## src/rtl/count_bcd_decoder_if.sv

```systemverilog
// Bundle of the counter value into the decoder and the digit/flag outputs back to the readout logic.
interface count_bcd_decoder_if;
  logic [7:0] count;
  logic [1:0] hundreds;
  logic [3:0] tens;
  logic [3:0] units;
  logic       valid;
  logic       busy;
  logic       wrap_up;
  logic       wrap_dn;
  logic       out_of_range;

  modport master (
    output count,
    input  hundreds, tens, units, valid, busy, wrap_up, wrap_dn, out_of_range
  );

  modport slave (
    input  count,
    output hundreds, tens, units, valid, busy, wrap_up, wrap_dn, out_of_range
  );
endinterface

```

## src/rtl/count_bcd_decoder.sv

```systemverilog
// Converts each new counter value to three BCD digits with a bit-serial double-dabble engine,
// and flags range wrap-arounds and out-of-range values every cycle.
module count_bcd_decoder #(
  parameter int           WIDTH = 8,
  parameter logic [7:0]   MIN   = 8'd10,
  parameter logic [7:0]   MAX   = 8'd40
) (
  input  logic                clk,
  input  logic                rst,
  count_bcd_decoder_if.slave  bus
);

  typedef enum logic {IDLE, SHIFT} state_t;

  state_t             state_reg, state_next;
  logic [WIDTH-1:0]   shift_reg, shift_next;
  logic [WIDTH-1:0]   last_reg, last_next;
  logic [9:0]         bcd_reg, bcd_next;
  logic [2:0]         bit_cnt_reg, bit_cnt_next;
  logic               first_reg, first_next;
  logic [1:0]         hundreds_reg, hundreds_next;
  logic [3:0]         tens_reg, tens_next;
  logic [3:0]         units_reg, units_next;
  logic               valid_reg, valid_next;
  logic [WIDTH-1:0]   count_d_reg;
  logic               wrap_up_reg, wrap_dn_reg, oor_reg;
  logic [9:0]         adj;

  // Hundreds never exceeds 1 before the final shift, so only the two low nibbles need the add-3 step.
  genvar gi;
  generate
    for (gi = 0; gi < 2; gi++) begin : g_adj
      assign adj[gi*4 +: 4] = (bcd_reg[gi*4 +: 4] >= 4'd5) ? bcd_reg[gi*4 +: 4] + 4'd3
                                                            : bcd_reg[gi*4 +: 4];
    end
  endgenerate
  assign adj[9:8] = bcd_reg[9:8];

  always_comb begin
    state_next    = state_reg;
    shift_next    = shift_reg;
    last_next     = last_reg;
    bcd_next      = bcd_reg;
    bit_cnt_next  = bit_cnt_reg;
    first_next    = first_reg;
    hundreds_next = hundreds_reg;
    tens_next     = tens_reg;
    units_next    = units_reg;
    valid_next    = 1'b0;
    case (state_reg)
      IDLE: begin
        if (first_reg || (bus.count != last_reg)) begin
          shift_next   = bus.count;
          last_next    = bus.count;
          bcd_next     = '0;
          bit_cnt_next = '0;
          first_next   = 1'b0;
          state_next   = SHIFT;
        end
      end
      SHIFT: begin
        bcd_next     = {adj[8:0], shift_reg[WIDTH-1]};
        shift_next   = {shift_reg[WIDTH-2:0], 1'b0};
        bit_cnt_next = bit_cnt_reg + 3'd1;
        if (bit_cnt_reg == 3'd7) begin
          hundreds_next = bcd_next[9:8];
          tens_next     = bcd_next[7:4];
          units_next    = bcd_next[3:0];
          valid_next    = 1'b1;
          state_next    = IDLE;
        end
      end
      default: state_next = IDLE;
    endcase
  end

  always_ff @(posedge clk or negedge rst) begin
    if (!rst) begin
      state_reg    <= IDLE;
      shift_reg    <= '0;
      last_reg     <= '0;
      bcd_reg      <= '0;
      bit_cnt_reg  <= '0;
      first_reg    <= 1'b1;
      hundreds_reg <= '0;
      tens_reg     <= '0;
      units_reg    <= '0;
      valid_reg    <= 1'b0;
    end else begin
      state_reg    <= state_next;
      shift_reg    <= shift_next;
      last_reg     <= last_next;
      bcd_reg      <= bcd_next;
      bit_cnt_reg  <= bit_cnt_next;
      first_reg    <= first_next;
      hundreds_reg <= hundreds_next;
      tens_reg     <= tens_next;
      units_reg    <= units_next;
      valid_reg    <= valid_next;
    end
  end

  // Flag logic watches the raw bus every cycle, independent of the conversion engine.
  always_ff @(posedge clk or negedge rst) begin
    if (!rst) begin
      count_d_reg <= '0;
      wrap_up_reg <= 1'b0;
      wrap_dn_reg <= 1'b0;
      oor_reg     <= 1'b0;
    end else begin
      count_d_reg <= bus.count;
      wrap_up_reg <= (count_d_reg == MAX) && (bus.count == MIN);
      wrap_dn_reg <= (count_d_reg == MIN) && (bus.count == MAX);
      oor_reg     <= (bus.count < MIN) || (bus.count > MAX);
    end
  end

  assign bus.hundreds     = hundreds_reg;
  assign bus.tens         = tens_reg;
  assign bus.units        = units_reg;
  assign bus.valid        = valid_reg;
  assign bus.busy         = (state_reg == SHIFT);
  assign bus.wrap_up      = wrap_up_reg;
  assign bus.wrap_dn      = wrap_dn_reg;
  assign bus.out_of_range = oor_reg;

endmodule

```

## src/flat_wrapper.sv

```systemverilog
// flat-port wrapper written by rule: the top's interface ports become plain ports
module count_bcd_decoder_flat 
#(
  parameter int           WIDTH = 8,
  parameter logic [7:0]   MIN   = 8'd10,
  parameter logic [7:0]   MAX   = 8'd40
)
  (clk, rst, bus_count, bus_hundreds, bus_tens, bus_units, bus_valid, bus_busy, bus_wrap_up, bus_wrap_dn, bus_out_of_range);
  count_bcd_decoder_if bus_i ();
  input  logic clk;
  input  logic rst;
  input wire logic [$bits(bus_i.count)-1:0] bus_count;
  output wire logic [$bits(bus_i.hundreds)-1:0] bus_hundreds;
  output wire logic [$bits(bus_i.tens)-1:0] bus_tens;
  output wire logic [$bits(bus_i.units)-1:0] bus_units;
  output wire logic [$bits(bus_i.valid)-1:0] bus_valid;
  output wire logic [$bits(bus_i.busy)-1:0] bus_busy;
  output wire logic [$bits(bus_i.wrap_up)-1:0] bus_wrap_up;
  output wire logic [$bits(bus_i.wrap_dn)-1:0] bus_wrap_dn;
  output wire logic [$bits(bus_i.out_of_range)-1:0] bus_out_of_range;
  assign bus_i.count = bus_count;
  assign bus_hundreds = bus_i.hundreds;
  assign bus_tens = bus_i.tens;
  assign bus_units = bus_i.units;
  assign bus_valid = bus_i.valid;
  assign bus_busy = bus_i.busy;
  assign bus_wrap_up = bus_i.wrap_up;
  assign bus_wrap_dn = bus_i.wrap_dn;
  assign bus_out_of_range = bus_i.out_of_range;
  count_bcd_decoder #(.WIDTH(WIDTH), .MIN(MIN), .MAX(MAX)) u_core (.clk(clk), .rst(rst), .bus(bus_i));
endmodule
```

## config.mk

```make
export PLATFORM = sky130hd
export DESIGN_NAME = count_bcd_decoder_flat
export DESIGN_NICKNAME = d
export VERILOG_FILES = /design/src/rtl/count_bcd_decoder_if.sv /design/src/rtl/count_bcd_decoder.sv /design/src/flat_wrapper.sv
export SDC_FILE = /design/constraint.sdc
export NUM_CORES = 1
export LEC_CHECK = 0
export CORE_MARGIN = 3
export CORE_UTILIZATION = 35
export CTS_CLUSTER_SIZE = 8
export DETAILED_ROUTE_END_ITERATION = 6
export GPL_TIMING_DRIVEN = 0
export SYNTH_ARGS = -nofsm -noshare
export SYNTH_HDL_FRONTEND = slang
export SYNTH_SLANG_ARGS = --single-unit
```

## constraint.sdc

```tcl
create_clock -name clk -period 2.7 [get_ports clk]
set_input_delay 0.675 -clock clk [delete_from_list [all_inputs] [get_ports clk]]
set_output_delay 0.675 -clock clk [all_outputs]
set_load 0.01 [all_outputs]
```

==> results by group <==
Synthesis
  – Yosys warning count: 0
  – Count leader, synth: dfrtp_1
  – Top_reg_cell synth: dfrtp_1
  – Syn_area_per_cell: 12.4 µm²
  – Synth area leader: dfrtp_1
  – Async set-reset flop share out of synthesis: 100%
  – EDFF count, synth: 0
  – Mapped cell area: 2410 µm²
  – Synth Instances: a little under 200
  – Share of the synthesized area in the top cell type: 52.9%
  – Flop and latch count out of synthesis: 52
  – Top cells by count, synth: dfrtp_1 (51), mux2_2 (13), nand2_1 (12), nor3b_1 (9), xnor2_1 (9)
  – Synth top area cells: dfrtp_1 (53%), mux2_2 (6.1%), xnor2_1 (3.3%), ha_1 (3.1%), nor3b_1 (2.8%)
  – Net count of the mapped netlist: 210
  – Synth unique cells: 42
  – Seq/Total Area, Yosys: a little over half

Worst setup path
  – CP endpoint kind: flip-flop
  – Slowest stage delay, CP: between 0.6 and 0.7 ns
  – Critical path launch point type: primary input
  – Critical Path Fanout Max: 10
  – Critical path startpoint: bus_count[2]
  – Req. time, crit path: 2.94 ns
  – CP max stage cell: clkdlybuf4s50_1
  – R2R Path Start: u_core.last_reg[0]
  – CP Data Arrival Time: 2.73 ns
  – Worst setup path class: primary input to flip-flop
  – Crit-path cells: clkdlybuf4s50_1 -> xnor2_1 -> nand4_1 -> nor4_4 -> a22o_1

GRT
  – Largest net degree at the start of global routing: 30
  – GR Util All Layers: 12.9%
  – Layer with the highest usage: met1
  – Initial antenna violation count: 0
  – Vias in the first global route: 1554
  – Wire length of the first global-routing pass: 7850 µm
  – Grt met1 use: 19.8%
  – M3 GR Usage: 2.76%
  – Met2 Resource Use GR: 18.7%
  – GR Overflow Total: 0

Power and ir drop
  – Switching share of power: 34.9%
  – Final Power: around 3.1 mW
  – Internal: between 2 and 2.5 mW
  – Power share of the clock group: 17.0%
  – Peak supply drop: roughly 0.46 mV
  – Leak: between 1 and 1.5 nW
  – Logic pwr share: 43.0%
  – Psw: 1.09 mW
  – Pwr Density: 1090 nW/µm²
  – Reg power frac: about two fifths

Placed design
  – PortBufs: 24
  – Placed cell areas: 2760 µm²
  – Routability cong.: 0.722
  – Hpwl dp: approximately 3200 µm

Drt
  – Iter 0 DRT Violations: 120
  – Vias/cell: 5.17
  – Routed WL per cell: 15.3 µm
  – TritonRoute pass-1 iters: 4
  – Drt drc: 0
  – Routed Antenna Nets: 0
  – WL final: 4640 µm
  – Via count: ~1600

Timing
  – Max Clk Rate: 402 MHz
  – Final Hold Viols: 0
  – Final Critical Period: 2.49 ns
  – Slew HR: 62.7%
  – RSZ-0062 raised after global routing: false
  – Final Max Tran Viols: 0
  – Fin crit share: ~90%
  – Setup Viol. Count Final: 0
  – Min Hold Slack: about 0.34 ns
  – Final setup skew: 0.0134 ns
  – Setup TNS: 0 ns
  – Tightest Pin Transition: 0.555 ns

Clock tree
  – Clock root cell: clkbuf_8
  – Hold buffer count at cts: 0
  – CTS clk-pin slew, worst paths: 0.10 ns
  – Clock sink count: 52
  – Max Buffers Root-to-Sink: 2
  – Post-CTS Setup Repair Bufs: 0
  – Worst skew pair latency: 0.31 ns
  – Total CTS buffers: 5
  – CTS-repair resized insts: 0
  – TritonCTS clock tree: yes
  – H-tree Lvls: 2

Floorplanning
  – Die area: 7920 µm²
  – Std-Cell Core Area: 6490 µm²
  – Boundary pin count: 25
  – Initial core utilization: 37.1%
  – FP Rows: 29
  – Die X: 89 µm
  – Die height: 89 µm

Worst hold path
  – Hold Path Class: primary input to async pin

Finish
  – Final Cell Area: 2870 µm²
  – Final net count: 242
  – Max FFs per register: 9
  – Fill cells: 611
  – Diode count: 0
  – Area Growth Syn to Fin: 19.2%
  – Share of cells above drive strength 1: around 16%

Status
  – Status: finished, final reports clean

Job
  – Max cap viols: 0
## cell families (layout without fill, tap and decap cells)
family	count (synthesis)	after routing	synth area share (%)
AOI/OAI and AO/OA	49	49	14.7
xor gates and xnor gates	10	10	3.94
adders and majority gates	6	6	3.11
buffers and inverters	16	49	4.31
DFF	52	52	54.0
muxes	17	17	7.89
and+or+nand+nor	44	44	12.0
## placed cells by master (no fill, tap or decap), types with 2 or more instances in the layout
| master | synthesis | layout |
|---|---|---|
| dfrtp_1 | 51 | 51 |
| clkdlybuf4s50_1 | 0 | 23 |
| mux2_2 | 13 | 13 |
| nand2_1 | 12 | 12 |
| xnor2_1 | 9 | 9 |
| nor3b_1 | 9 | 9 |
| o21ai_0 | 8 | 8 |
| a31oi_1 | 8 | 8 |
| clkbuf_8 | 2 | 7 |
| o31ai_1 | 7 | 7 |
| a2bb2oi_1 | 7 | 7 |
| inv_1 | 6 | 6 |
| a22o_1 | 6 | 6 |
| ha_1 | 6 | 6 |
| nor2_1 | 5 | 5 |
| clkbuf_1 | 5 | 5 |
| a21oi_1 | 5 | 5 |
| mux2i_1 | 3 | 3 |
| nor4b_1 | 2 | 2 |
| nand4_1 | 2 | 2 |
| or4bb_1 | 2 | 2 |
| buf_12 | 1 | 2 |
| nand2b_1 | 2 | 2 |
| o2bb2ai_1 | 2 | 2 |
| nor3_1 | 2 | 2 |
| o21ai_2 | 2 | 2 |
## layout make-up
type | count | area, µm² | area share [%]
plain buffers | 9 | 77.6 | 2.70
clock buffers | 5 | 68.8 | 2.39
clock inverters | 3 | 42.5 | 1.48
inverters | 7 | 26.3 | 0.914
multi-input cells | 126 | 1000 | 35.0
flip-flops and latches | 52 | 1300 | 45.3
well taps | 77 | 96.3 | 3.35
repair buffers | 25 | 255 | 8.88
## through the flow
stage | worst slack (ns) | instances | util [%]
4_1_cts | 0.216 | 304 | 44.2
6_report | 0.210 | 304 | 44.2
2_1_floorplan | 0.696 | 194 | -
3_5_place_dp | -0.112 | 296 | 42.5
5_1_grt | 0.0823 | 304 | 44.2
3_3_place_gp | -0.640 | 295 | 42.3
## critical path: cells and delay by family
kind,cells,cell delay [ns]
AND/OR/NAND/NOR,2,1.00
XOR/XNOR,1,0.18
buffers and inverters,1,0.64
AO/OA/AOI/OAI,1,0.24
## per-layer routing
metal / share of wire, % / wire length, µm
met4: 1.2 / 57
met1: 53 / 2450
met5: 0 / 0
met3: 2.4 / 112
met2: 43 / 2020
## power groups by stage
| stage | combinational (mW) | clock, mW | sequential, mW |
|---|---|---|---|
| 2_1_floorplan | 0.933 | 0 | 1.27 |
| 3_3_place_gp | 1.32 | 0 | 1.26 |
| 3_5_place_dp | 1.35 | 0 | 1.26 |
| 4_1_cts | 1.36 | 0.544 | 1.25 |
| 5_1_grt | 1.51 | 0.575 | 1.29 |
| 6_report | 1.34 | 0.531 | 1.25 |
## worst paths after layout
| path | endpoint | slack [ns] | cells after the start |
|---|---|---|---|
| hold / removal | u_core.bus.units[0] | 0.34 | 1 |
| setup / recovery | u_core.bcd_reg[5] | 0.21 | 5 |
| setup reg to reg | u_core.bcd_reg[5] | 0.84 | 4 |
| hold reg to reg | u_core.bus.units[1] | 0.49 | 2 |
| min in group clk | u_core.bus.units[1] | 0.49 | 2 |
| max in group asynchronous | u_core.bcd_reg[6] | 1.81 | 2 |
No activity file was read; power rests on OpenSTA's default activity.
